File: src/rtl/sram_arbiter_if.sv
// Requester handshake and SRAM pin bundle for sram_arbiter.
// The slave modport is the arbiter's view; master is the requesters/SRAM side.
interface sram_arbiter_if #(
  parameter int AW = 8,
  parameter int DW = 8
);
  logic          req0, req1;
  logic          we0, we1;
  logic [AW-1:0] addr0, addr1;
  logic [DW-1:0] wdata0, wdata1;
  logic          gnt0, gnt1;
  logic          done0, done1;
  logic [DW-1:0] rdata0, rdata1;
  logic          sram_cs;
  logic          sram_wr;
  logic          sram_rd;
  logic [AW-1:0] sram_addr;
  logic [DW-1:0] sram_din;
  logic [DW-1:0] sram_dout;

  modport slave (
    input  req0, req1, we0, we1, addr0, addr1, wdata0, wdata1, sram_dout,
    output gnt0, gnt1, done0, done1, rdata0, rdata1,
           sram_cs, sram_wr, sram_rd, sram_addr, sram_din
  );

  modport master (
    output req0, req1, we0, we1, addr0, addr1, wdata0, wdata1, sram_dout,
    input  gnt0, gnt1, done0, done1, rdata0, rdata1,
           sram_cs, sram_wr, sram_rd, sram_addr, sram_din
  );
endinterface

File: src/rtl/sram_arbiter.sv
// Two-requester round-robin arbiter that serialises single reads/writes onto
// a single-port SRAM and sequences its cs/wr/rd strobes.
module sram_arbiter #(
  parameter int AW        = 8,
  parameter int DW        = 8,
  parameter int READ_WAIT = 1
) (
  input  logic           clk,
  input  logic           rst_n,
  sram_arbiter_if.slave  bus
);
  typedef enum logic [1:0] {IDLE, SETUP, STROBE, DONE} state_t;

  localparam int            CW        = (READ_WAIT > 0) ? $clog2(READ_WAIT + 1) : 1;
  localparam logic [CW-1:0] WAIT_LAST = CW'(READ_WAIT);

  state_t        state_q, state_d;
  logic          win_q, win_d;
  logic          last_q, last_d;
  logic          we_q, we_d;
  logic [AW-1:0] addr_q, addr_d;
  logic [DW-1:0] wdata_q, wdata_d;
  logic [CW-1:0] cnt_q, cnt_d;
  logic [DW-1:0] rdata0_q, rdata0_d;
  logic [DW-1:0] rdata1_q, rdata1_d;
  logic          pick;

  always_ff @(posedge clk or negedge rst_n) begin
    if (!rst_n) begin
      state_q  <= IDLE;
      win_q    <= 1'b0;
      last_q   <= 1'b1;
      we_q     <= 1'b0;
      addr_q   <= '0;
      wdata_q  <= '0;
      cnt_q    <= '0;
      rdata0_q <= '0;
      rdata1_q <= '0;
    end else begin
      state_q  <= state_d;
      win_q    <= win_d;
      last_q   <= last_d;
      we_q     <= we_d;
      addr_q   <= addr_d;
      wdata_q  <= wdata_d;
      cnt_q    <= cnt_d;
      rdata0_q <= rdata0_d;
      rdata1_q <= rdata1_d;
    end
  end

  always_comb begin
    state_d  = state_q;
    win_d    = win_q;
    last_d   = last_q;
    we_d     = we_q;
    addr_d   = addr_q;
    wdata_d  = wdata_q;
    cnt_d    = cnt_q;
    rdata0_d = rdata0_q;
    rdata1_d = rdata1_q;
    pick     = 1'b0;
    case (state_q)
      IDLE: begin
        if (bus.req0 || bus.req1) begin
          // On contention the requester that did not win last time goes first.
          pick    = (bus.req0 && bus.req1) ? ~last_q : bus.req1;
          win_d   = pick;
          last_d  = pick;
          we_d    = pick ? bus.we1    : bus.we0;
          addr_d  = pick ? bus.addr1  : bus.addr0;
          wdata_d = pick ? bus.wdata1 : bus.wdata0;
          cnt_d   = '0;
          state_d = SETUP;
        end
      end
      SETUP: begin
        cnt_d   = '0;
        state_d = STROBE;
      end
      STROBE: begin
        if (we_q || cnt_q == WAIT_LAST) begin
          state_d = DONE;
          if (!we_q) begin
            if (win_q) rdata1_d = bus.sram_dout;
            else       rdata0_d = bus.sram_dout;
          end
        end else begin
          cnt_d = cnt_q + 1'b1;
        end
      end
      DONE: begin
        state_d = IDLE;
      end
      default: state_d = IDLE;
    endcase
  end

  // Outputs decode straight from registered state so reset clears them at once.
  assign bus.gnt0      = (state_q == SETUP) && !win_q;
  assign bus.gnt1      = (state_q == SETUP) &&  win_q;
  assign bus.done0     = (state_q == DONE)  && !win_q;
  assign bus.done1     = (state_q == DONE)  &&  win_q;
  assign bus.rdata0    = rdata0_q;
  assign bus.rdata1    = rdata1_q;
  assign bus.sram_cs   = (state_q != IDLE);
  assign bus.sram_wr   = (state_q == STROBE) &&  we_q;
  assign bus.sram_rd   = !((state_q == STROBE) && !we_q);
  assign bus.sram_addr = addr_q;
  assign bus.sram_din  = wdata_q;
endmodule

File: src/flat_wrapper.sv
// flat-port wrapper written by rule: the top's interface ports become plain ports
module sram_arbiter_flat 
#(
  parameter int AW        = 8,
  parameter int DW        = 8,
  parameter int READ_WAIT = 1
)
  (clk, rst_n, bus_req0, bus_req1, bus_we0, bus_we1, bus_addr0, bus_addr1, bus_wdata0, bus_wdata1, bus_sram_dout, bus_gnt0, bus_gnt1, bus_done0, bus_done1, bus_rdata0, bus_rdata1, bus_sram_cs, bus_sram_wr, bus_sram_rd, bus_sram_addr, bus_sram_din);
  sram_arbiter_if #(.AW(AW), .DW(DW)) bus_i ();
  input  logic clk;
  input  logic rst_n;
  input wire logic [$bits(bus_i.req0)-1:0] bus_req0;
  input wire logic [$bits(bus_i.req1)-1:0] bus_req1;
  input wire logic [$bits(bus_i.we0)-1:0] bus_we0;
  input wire logic [$bits(bus_i.we1)-1:0] bus_we1;
  input wire logic [$bits(bus_i.addr0)-1:0] bus_addr0;
  input wire logic [$bits(bus_i.addr1)-1:0] bus_addr1;
  input wire logic [$bits(bus_i.wdata0)-1:0] bus_wdata0;
  input wire logic [$bits(bus_i.wdata1)-1:0] bus_wdata1;
  input wire logic [$bits(bus_i.sram_dout)-1:0] bus_sram_dout;
  output wire logic [$bits(bus_i.gnt0)-1:0] bus_gnt0;
  output wire logic [$bits(bus_i.gnt1)-1:0] bus_gnt1;
  output wire logic [$bits(bus_i.done0)-1:0] bus_done0;
  output wire logic [$bits(bus_i.done1)-1:0] bus_done1;
  output wire logic [$bits(bus_i.rdata0)-1:0] bus_rdata0;
  output wire logic [$bits(bus_i.rdata1)-1:0] bus_rdata1;
  output wire logic [$bits(bus_i.sram_cs)-1:0] bus_sram_cs;
  output wire logic [$bits(bus_i.sram_wr)-1:0] bus_sram_wr;
  output wire logic [$bits(bus_i.sram_rd)-1:0] bus_sram_rd;
  output wire logic [$bits(bus_i.sram_addr)-1:0] bus_sram_addr;
  output wire logic [$bits(bus_i.sram_din)-1:0] bus_sram_din;
  assign bus_i.req0 = bus_req0;
  assign bus_i.req1 = bus_req1;
  assign bus_i.we0 = bus_we0;
  assign bus_i.we1 = bus_we1;
  assign bus_i.addr0 = bus_addr0;
  assign bus_i.addr1 = bus_addr1;
  assign bus_i.wdata0 = bus_wdata0;
  assign bus_i.wdata1 = bus_wdata1;
  assign bus_i.sram_dout = bus_sram_dout;
  assign bus_gnt0 = bus_i.gnt0;
  assign bus_gnt1 = bus_i.gnt1;
  assign bus_done0 = bus_i.done0;
  assign bus_done1 = bus_i.done1;
  assign bus_rdata0 = bus_i.rdata0;
  assign bus_rdata1 = bus_i.rdata1;
  assign bus_sram_cs = bus_i.sram_cs;
  assign bus_sram_wr = bus_i.sram_wr;
  assign bus_sram_rd = bus_i.sram_rd;
  assign bus_sram_addr = bus_i.sram_addr;
  assign bus_sram_din = bus_i.sram_din;
  sram_arbiter #(.AW(AW), .DW(DW), .READ_WAIT(READ_WAIT)) u_core (.clk(clk), .rst_n(rst_n), .bus(bus_i));
endmodule
File: config.mk
export PLATFORM = sky130hd
export DESIGN_NAME = sram_arbiter_flat
export DESIGN_NICKNAME = d
export VERILOG_FILES = /design/src/rtl/sram_arbiter_if.sv /design/src/rtl/sram_arbiter.sv /design/src/flat_wrapper.sv
export SDC_FILE = /design/constraint.sdc
export NUM_CORES = 1
export LEC_CHECK = 0
export CAP_MARGIN = 10
export CELL_PAD_IN_SITES_DETAIL_PLACEMENT = 0
export CELL_PAD_IN_SITES_GLOBAL_PLACEMENT = 2
export CORE_UTILIZATION = 23
export DETAILED_ROUTE_END_ITERATION = 10
export PLACE_DENSITY_LB_ADDON = 0.1
export SYNTH_ARGS = -nofsm -noshare
export SYNTH_HDL_FRONTEND = slang
export SYNTH_SLANG_ARGS = --single-unit
File: constraint.sdc
create_clock -name clk -period 1.87 [get_ports clk]
set_input_delay 0.187 -clock clk [delete_from_list [all_inputs] [get_ports clk]]
set_output_delay 0.187 -clock clk [all_outputs]
set_load 0.01 [all_outputs]
**Word-level counts from Yosys, hierarchy flattened**

Cells that the tools add are included.

- Equality and inequality tests: 6
- Mux-type cells: 10
- Reduce and logical (&&, ||, !) cells: 20
- Add/sub/neg operators: 1
- Bitwise operators: 3

Operator list:

| kind | count |
|---|---|
| two-way mux 8 bit | 2 |
| case mux 2 bit (4 select lines) | 1 |
| AND reduction 4 bit | 2 |
| logical AND 1 bit | 7 |
| equality test 2 bit, second input constant | 2 |
| two-way mux 1 bit | 4 |
| two-way mux 2 bit | 2 |
| inequality test 2 x 1 -> 1 bit, second input constant | 2 |
| AND reduction 2 bit | 2 |
| logical NOT 1 bit | 3 |
| NOT 1 bit | 3 |
| case mux 1 bit (3 select lines) | 1 |
| AND reduction 3 bit | 1 |
| nonzero test 3 bit | 1 |
| equality test 2 x 1 -> 1 bit, second input constant | 1 |
| logical NOT 2 bit | 1 |
| logical OR 1 bit | 2 |
| inequality test 2 bit, second input constant | 1 |
| nonzero test 2 bit | 1 |
| adder 1 bit, second input constant | 1 |

- Word-level logic and storage cells: 49
- Output and inout port bits: 39
- Register bits: 38

**Depth between registers and ports, before layout**

Gate-level depths: netlist of run 1.

- Word-level depth: 3
- Mapped depth: 7
- Mapped depth without buffers: 5

**Worst setup path after synthesis of run 1**

OpenSTA, ideal clock, no wires.

- Path kind: register to register
- From: reg u_core.state_q[0]
- To: reg u_core.state_q[1]
- Setup slack: 277 ps
- Period minus slack after synthesis: 1593 ps
- Buffers on the path: 0
- Stages on the path, launching flop included: 6
- Arrival: 1468 ps
- Cells stage by stage: dfrtp_1 inv_1 ha_1 nor3b_2 o21ba_2 mux2_4

- Word-level cells in the longest chain between the ends: 3

RTL lines:

| element | line | source |
|---|---|---|
| start: declaration | sram_arbiter.sv:17 | `state_t state_q, state_d;` |
| start signal: assignment | sram_arbiter.sv:40 | `state_q <= state_d;` |
| equality test 2 bit / logical NOT 2 bit (equally long branches) | sram_arbiter.sv:63 | `case (state_q)` |
| inequality test 2 x 1 -> 1 bit (no source line) | -- |  |
| AND reduction 2 bit (no source line) | -- |  |

Several ways; a longest one is shown, not always the timed one.
A chain may end at the register's enable or synchronous reset.

**Worst setup path after layout of run 1**

- From: reg u_core.state_q[1]
- To: out bus_sram_cs

- Word-level cells in the longest chain between the ends: 1

RTL lines:

| element | line | source |
|---|---|---|
| nonzero test 2 bit | sram_arbiter.sv:106 | `assign bus.sram_cs = (state_q != IDLE);` |
| end: declaration | flat_wrapper.sv:27 | `output wire logic [$bits(bus_i.sram_cs)-1:0] bus_sram_cs;` |

No other way between the ends.

==> flow_summary.yaml, run 1 <==
outcome:
  outcome: "completed"
logic_synthesis:
  synth_cell_types: 27
  ys_ff_latch: 38
  synthTopCellsByArea: "dfrtp_1, mux2_2, a21oi_1, ha_1, nand2_1"
  yosys_warnings: 0
  ys_seq_area_share_pct: 54.0
  syn_area_um2: 1760
  synth.avg_cell_area_um2: 10.8
  synth_top_area_share_pct: 52.5
  yosysTopAreaCell: "dfrtp_1"
  synthCells: 163
  syn-num-nets: 216
clocking:
  cts_tree: "done"
  numCtsBuffers: 5
  clk_path_buf_depth: 2
  htree_num_levels: 2
  clk_pin_slew_ns: 0.08
  cts_root_buf: "clkbuf_8"
  cts_num_sinks: 38
  clk-insertion-delay-late_ns: 0.29
final_layout:
  final_util_pct: 39.6
  final_common_cell: "clkdlybuf4s50_1"
  diodes: 0
  fillCellCount: 749
  drive_above_1_share_pct: 17.8
  nNetsFinal: 310
  mostFrequentLayoutCells: "clkdlybuf4s50_1, dfrtp_1, a21oi_1"
  area_growth_pct: 64.7
worst_setup_path:
  critPathSlowestCell: "clkdlybuf4s50_1"
  cpPeakStageDelay_ns: 0.53
  r2r-start: "u_core.state_q[0]"
  cp.required_ns: 1.68
  end_kind: "output port"
  regToRegEndpoint: "u_core.bus.rdata0[0]"
  crit_buf_inv: 3
  r2r_slack_ns: 0.24
  crit_chain: "inv_2, ha_4, inv_1, clkdlybuf4s50_1"
  ff2ff_path_depth: 5
  crit_type: "flip-flop to output port"
  start_kind: "flip-flop"
  path_max_fanout: 6
  worst_ep_arrival_time_ns: 1.59
  path_delay_family: "buffers and inverters"
floorplanning:
  num_rows: 31
  start_util_pct: 24.1
  core_area_um2: 7330
  io_pins: 85
  die_h_um: 89.6
  dieArea_um2: 8020
  die_w_um: 89.6
sta:
  slew_headroom_pct: 70.7
  final_hold_viol_count: 0
  fin_crit_ns: 1.78
  slew_violations: 0
  fin_skew_ns: 0.00907
  fin_tns_setup_ns: 0
  setup_viol: 0
  fmax_ghz: 0.563
  period_share_pct: 95.0
  tightest_slew_ns: 0.440
  rsz0062_at_grt: "no"
routing:
  vias: 1498
  drt_iter0_drc: 45
  drt_first_pass_iters: 4
  drc_errors: 0
  ant_nets: 0
  viasPerCell: 4.20
  routed_wl_um: 4800
  wl_per_cell_um: 13.4
placement:
  gp_congestion: 0.735
  port-buffer-count: 84
  hpwl_um: 3400
grt:
  grt_first_pass_wirelength_um: 7240
  grt_pass1_vias: 1411
  grt_use_total_pct: 12.3
  grt_max_degree: 23
  overflow: 0
  grt_antenna_before_repair: 0
power:
  p_leak_uw: 0.00128
  power.density_nw_per_um2: 1500
  peakVddDrop_mv: 0.394
hold_path:
  hold_class: "input port to async pin"
flow_run:
  drv_cap: 0
==> worst reg2reg max path, cell delays in order, from the launching register on <==
cell      delay, ns
dfrtp_1        0.40
inv_2          0.13
ha_1           0.21
nor4bb_2       0.21
buf_4          0.22
mux2_2         0.34
==> per-stage QoR <==
stage	std cells	hold WS, ns	cell area, µm²	setup WS [ns]	total power, µW
floorplan	163	-0.109	1760	0.277	2570
global placement	345	0.155	2760	0.130	3780
detailed placement	345	0.165	2760	0.134	3770
CTS	356	0.386	2880	0.00572	4410
global route	357	0.433	2910	0.0132	4720
finish	357	0.370	2910	0.0936	4370
==> sequential cells by signal, summed over array words and instances (netlist names) <==
| signal | flops |
|---|---|
| u_core.last_q | 1 |
| u_core.bus.sram_addr | 8 |
| u_core.win_q | 1 |
| u_core.cnt_q | 1 |
| u_core.bus.rdata0 | 8 |
| u_core.state_q | 2 |
| u_core.we_q | 1 |
| u_core.bus.sram_din | 8 |
| u_core.bus.rdata1 | 8 |
==> layout make-up <==
type,instances,area (µm²),area share (%)
Clock buffer,7,86.3,2.97
Clock inverter,1,5.00,0.172
Inverter,3,11.3,0.388
Multi-Input combinational cell,114,772,26.6
Sequential cell,38,953,32.8
Tap cell,99,124,4.26
Timing Repair Buffer,95,953,32.8
==> repair_timing <==
item / 4_1_cts / 5_1_grt
hold buffers: 1 / 0
endpoints found under the setup margin: 5 / 5
setup buffers: 2 / 1
pin swaps: 0 / 0
hold endpoints to repair: 15 / 0
gates resized for setup: 5 / 6
==> cells by family after synthesis <==
logic type	Yosys count	synth area share, %
AOI/OAI and AO/OA	43	14.3
DFF	38	54.0
adders and majority gates	7	4.96
and+or+nand+nor	46	11.8
buffers and inverters	11	3.33
muxes	18	11.6
==> synth_stat cells <==
master	n
a21bo_2	1
a21boi_4	1
a21oi_1	35
a31oi_1	1
and2_1	3
buf_2	5
buf_4	3
dfrtp_1	37
dfstp_2	1
ha_1	7
inv_1	3
mux2_2	16
mux2_4	1
mux2i_1	1
nand2_1	18
nand2b_1	1
nand4b_1	1
nor2_1	18
nor2b_1	2
nor3_1	1
nor3b_2	1
nor4bb_1	1
o21a_1	1
o21ai_1	1
o21ai_2	1
o21ba_2	1
o32a_1	1
==> worst max-delay path by stage <==
stage / start / endpoint / slack [ns] / cells after the start
6_report: u_core.state_q[1] / bus_sram_cs / 0.09 / 4
5_1_grt: u_core.state_q[1] / bus_sram_cs / 0.01 / 4
4_1_cts: u_core.state_q[1] / bus_sram_cs / 0.006 / 4
3_5_place_dp: u_core.state_q[0] / u_core.state_q[1] / 0.13 / 5
3_3_place_gp: u_core.state_q[0] / u_core.state_q[1] / 0.13 / 5
2_1_floorplan: u_core.state_q[0] / u_core.state_q[1] / 0.28 / 5
==> per-layer routing <==
layer  up-vias  share of wire (%)  GRT usage (%)
met2        57                 47           20.2
li1        744                  -              -
met1       694                 44           15.1
met4         0               0.65           3.90
met3         3                8.0           4.48
met5         -                  0              0
==> where the power goes <==
part	total (µW)	internal [µW]	switching, µW
clock network	584	298	287
registers	1510	1250	260
logic	2270	1330	942
No activity file was read; power rests on OpenSTA's default activity.
==> run 2: changes to the inputs <==
- clock period: 1.87 -> 1.9 ns (I/O delays scaled with it)
==> flow_summary.yaml, run 2 (synthesis results as in run 1) <==
worst_setup_path:
  path_max_fanout: 3
  r2r_slack_ns: 0.18
  endpoint: "bus_gnt1"
  cpPeakStageDelay_ns: 0.47
  worst_ep_arrival_time_ns: 1.62
  crit_chain: "buf_4, ha_1, and2_1, clkdlybuf4s50_1"
  crit_type: "flip-flop to output port"
  critPathSlowestCell: "clkdlybuf4s50_1"
  ff2ff_path_depth: 6
  path_delay_family: "buffers and inverters"
  cp.depth: 4
  regToRegEndpoint: "u_core.bus.rdata0[4]"
  cp.required_ns: 1.71
  startpoint: "u_core.state_q[0]"
  end_kind: "output port"
  start_kind: "flip-flop"
  r2r-start: "u_core.state_q[0]"
  crit_buf_inv: 2
placement:
  hpwl_um: 3420
  placed_cells: 344
  port-buffer-count: 84
  gp_congestion: 0.691
routing:
  drt_iter0_drc: 78
  wl_per_cell_um: 13.4
  drc_errors: 0
  routed.top_layer: "met4"
  wl_met2_um: 2230
  wl_met1_um: 2130
  vias: 1506
  drt_first_pass_iters: 4
  wl_met3_um: 417
  routed_wl_um: 4810
  viasPerCell: 4.21
  ant_nets: 0
grt:
  grt_use_total_pct: 12.8
  grt_antenna_before_repair: 0
  grt_first_pass_wirelength_um: 7600
  grt_max_degree: 23
  grt_pass1_vias: 1522
  overflow: 0
power:
  peakVddDrop_mv: 0.430
  power_uw: 4310
  p_leak_uw: 0.00129
  power.density_nw_per_um2: 1480
hold_path:
  hold_class: "input port to async pin"
floorplanning:
  die_w_um: 89.6
  num_rows: 31
  start_util_pct: 24.1
  io_pins: 85
  die_h_um: 89.6
  dieArea_um2: 8020
  core_area_um2: 7330
sta:
  setup_viol: 0
  final_hold_viol_count: 0
  period_share_pct: 95.5
  tightest_slew_ns: 0.470
  fmax_ghz: 0.551
  fin_skew_ns: 0.00529
  rsz0062_at_grt: "no"
  slew_headroom_pct: 68.5
  fin_tns_setup_ns: 0
  fin_crit_ns: 1.81
  slew_violations: 0
final_layout:
  drive_above_1_share_pct: 18.1
  nNetsFinal: 311
  final_util_pct: 39.7
  mostFrequentLayoutCells: "clkdlybuf4s50_1, dfrtp_1, a21oi_1"
  area_growth_pct: 64.9
  fillCellCount: 735
  fin_cells: 358
  diodes: 0
  final_common_cell: "clkdlybuf4s50_1"
clocking:
  clk_path_buf_depth: 2
  numCtsBuffers: 5
  cts_num_sinks: 38
  clk_pin_slew_ns: 0.08
  cts_root_buf: "clkbuf_8"
  htree_num_levels: 2
  clk-insertion-delay-late_ns: 0.29
  cts_tree: "done"
flow_run:
  drv_cap: 0
outcome:
  outcome: "completed"
[run 2: cell count changes in the layout (fill, tap and decap cells not counted), sizes merged]
| cell | delta |
|---|---|
| dlygate4sd2 | -2 |
| dlymetal6s2s | +1 |
| buf | +1 |
| clkdlybuf4s50 | +1 |
[run 2: power breakdown]
part           switching, µW  internal, µW  leakage, µW  total [µW]
Clock                    281           293    0.0000482         573
Combinational            921          1320     0.000800        2240
Sequential               261          1230     0.000441        1490
Total                   1460          2850      0.00129        4310
[run 2: how the worst min path moves through the flow]
stage / depth (start not counted) / end / start
2_1_floorplan: 0 / u_core.bus.rdata0[0] / rst_n
3_3_place_gp: 1 / u_core.bus.rdata1[1] / rst_n
5_1_grt: 2 / u_core.bus.sram_addr[1] / rst_n
3_5_place_dp: 1 / u_core.bus.rdata1[1] / rst_n
4_1_cts: 2 / u_core.cnt_q / rst_n
6_report: 2 / u_core.bus.sram_din[7] / rst_n
[run 2: stage by stage]
step	hold slack [ns]	instance area [µm²]	setup slack, ns
2_1_floorplan	-0.106	1760	0.307
3_3_place_gp	0.167	2750	0.173
3_5_place_dp	0.160	2750	0.115
4_1_cts	0.392	2880	0.0187
5_1_grt	0.434	2910	0.00157
6_report	0.383	2910	0.0858
[run 2: layer usage]
layer | track usage, % | up-vias
met3 | 5.03 | 4
met5 | 0 | -
li1 | - | 747
met1 | 16.2 | 698
met4 | 4.33 | 0
met2 | 20.0 | 57
[run 2: worst reg2reg max path, delay by kind of cell, from the launching register on]
kind / cells / cell delay (ns)
buffers and inverters: 3 / 0.45
flip-flops: 1 / 0.41
multiplexers: 1 / 0.34
AND/OR/NAND/NOR: 1 / 0.22
adder cells (fa/ha/maj): 1 / 0.19
[run 2: cell type report]
cell class	instances	area, µm²	share of cell area, %
tap	99	124	4.26
inverter	3	11.3	0.387
multi-input combinational	114	764	26.3
clock buffer	7	86.3	2.97
sequential	38	952	32.7
clock inverter	1	5.00	0.172
timing repair buffer	96	966	33.2
[run 2: timing repair]
action                                  4_1_cts  5_1_grt
hold buffers                                  1        0
endpoints found under the setup margin        3        6
hold endpoints to repair                     15        0
gates resized for setup                       2        7
setup buffers                                 3        2
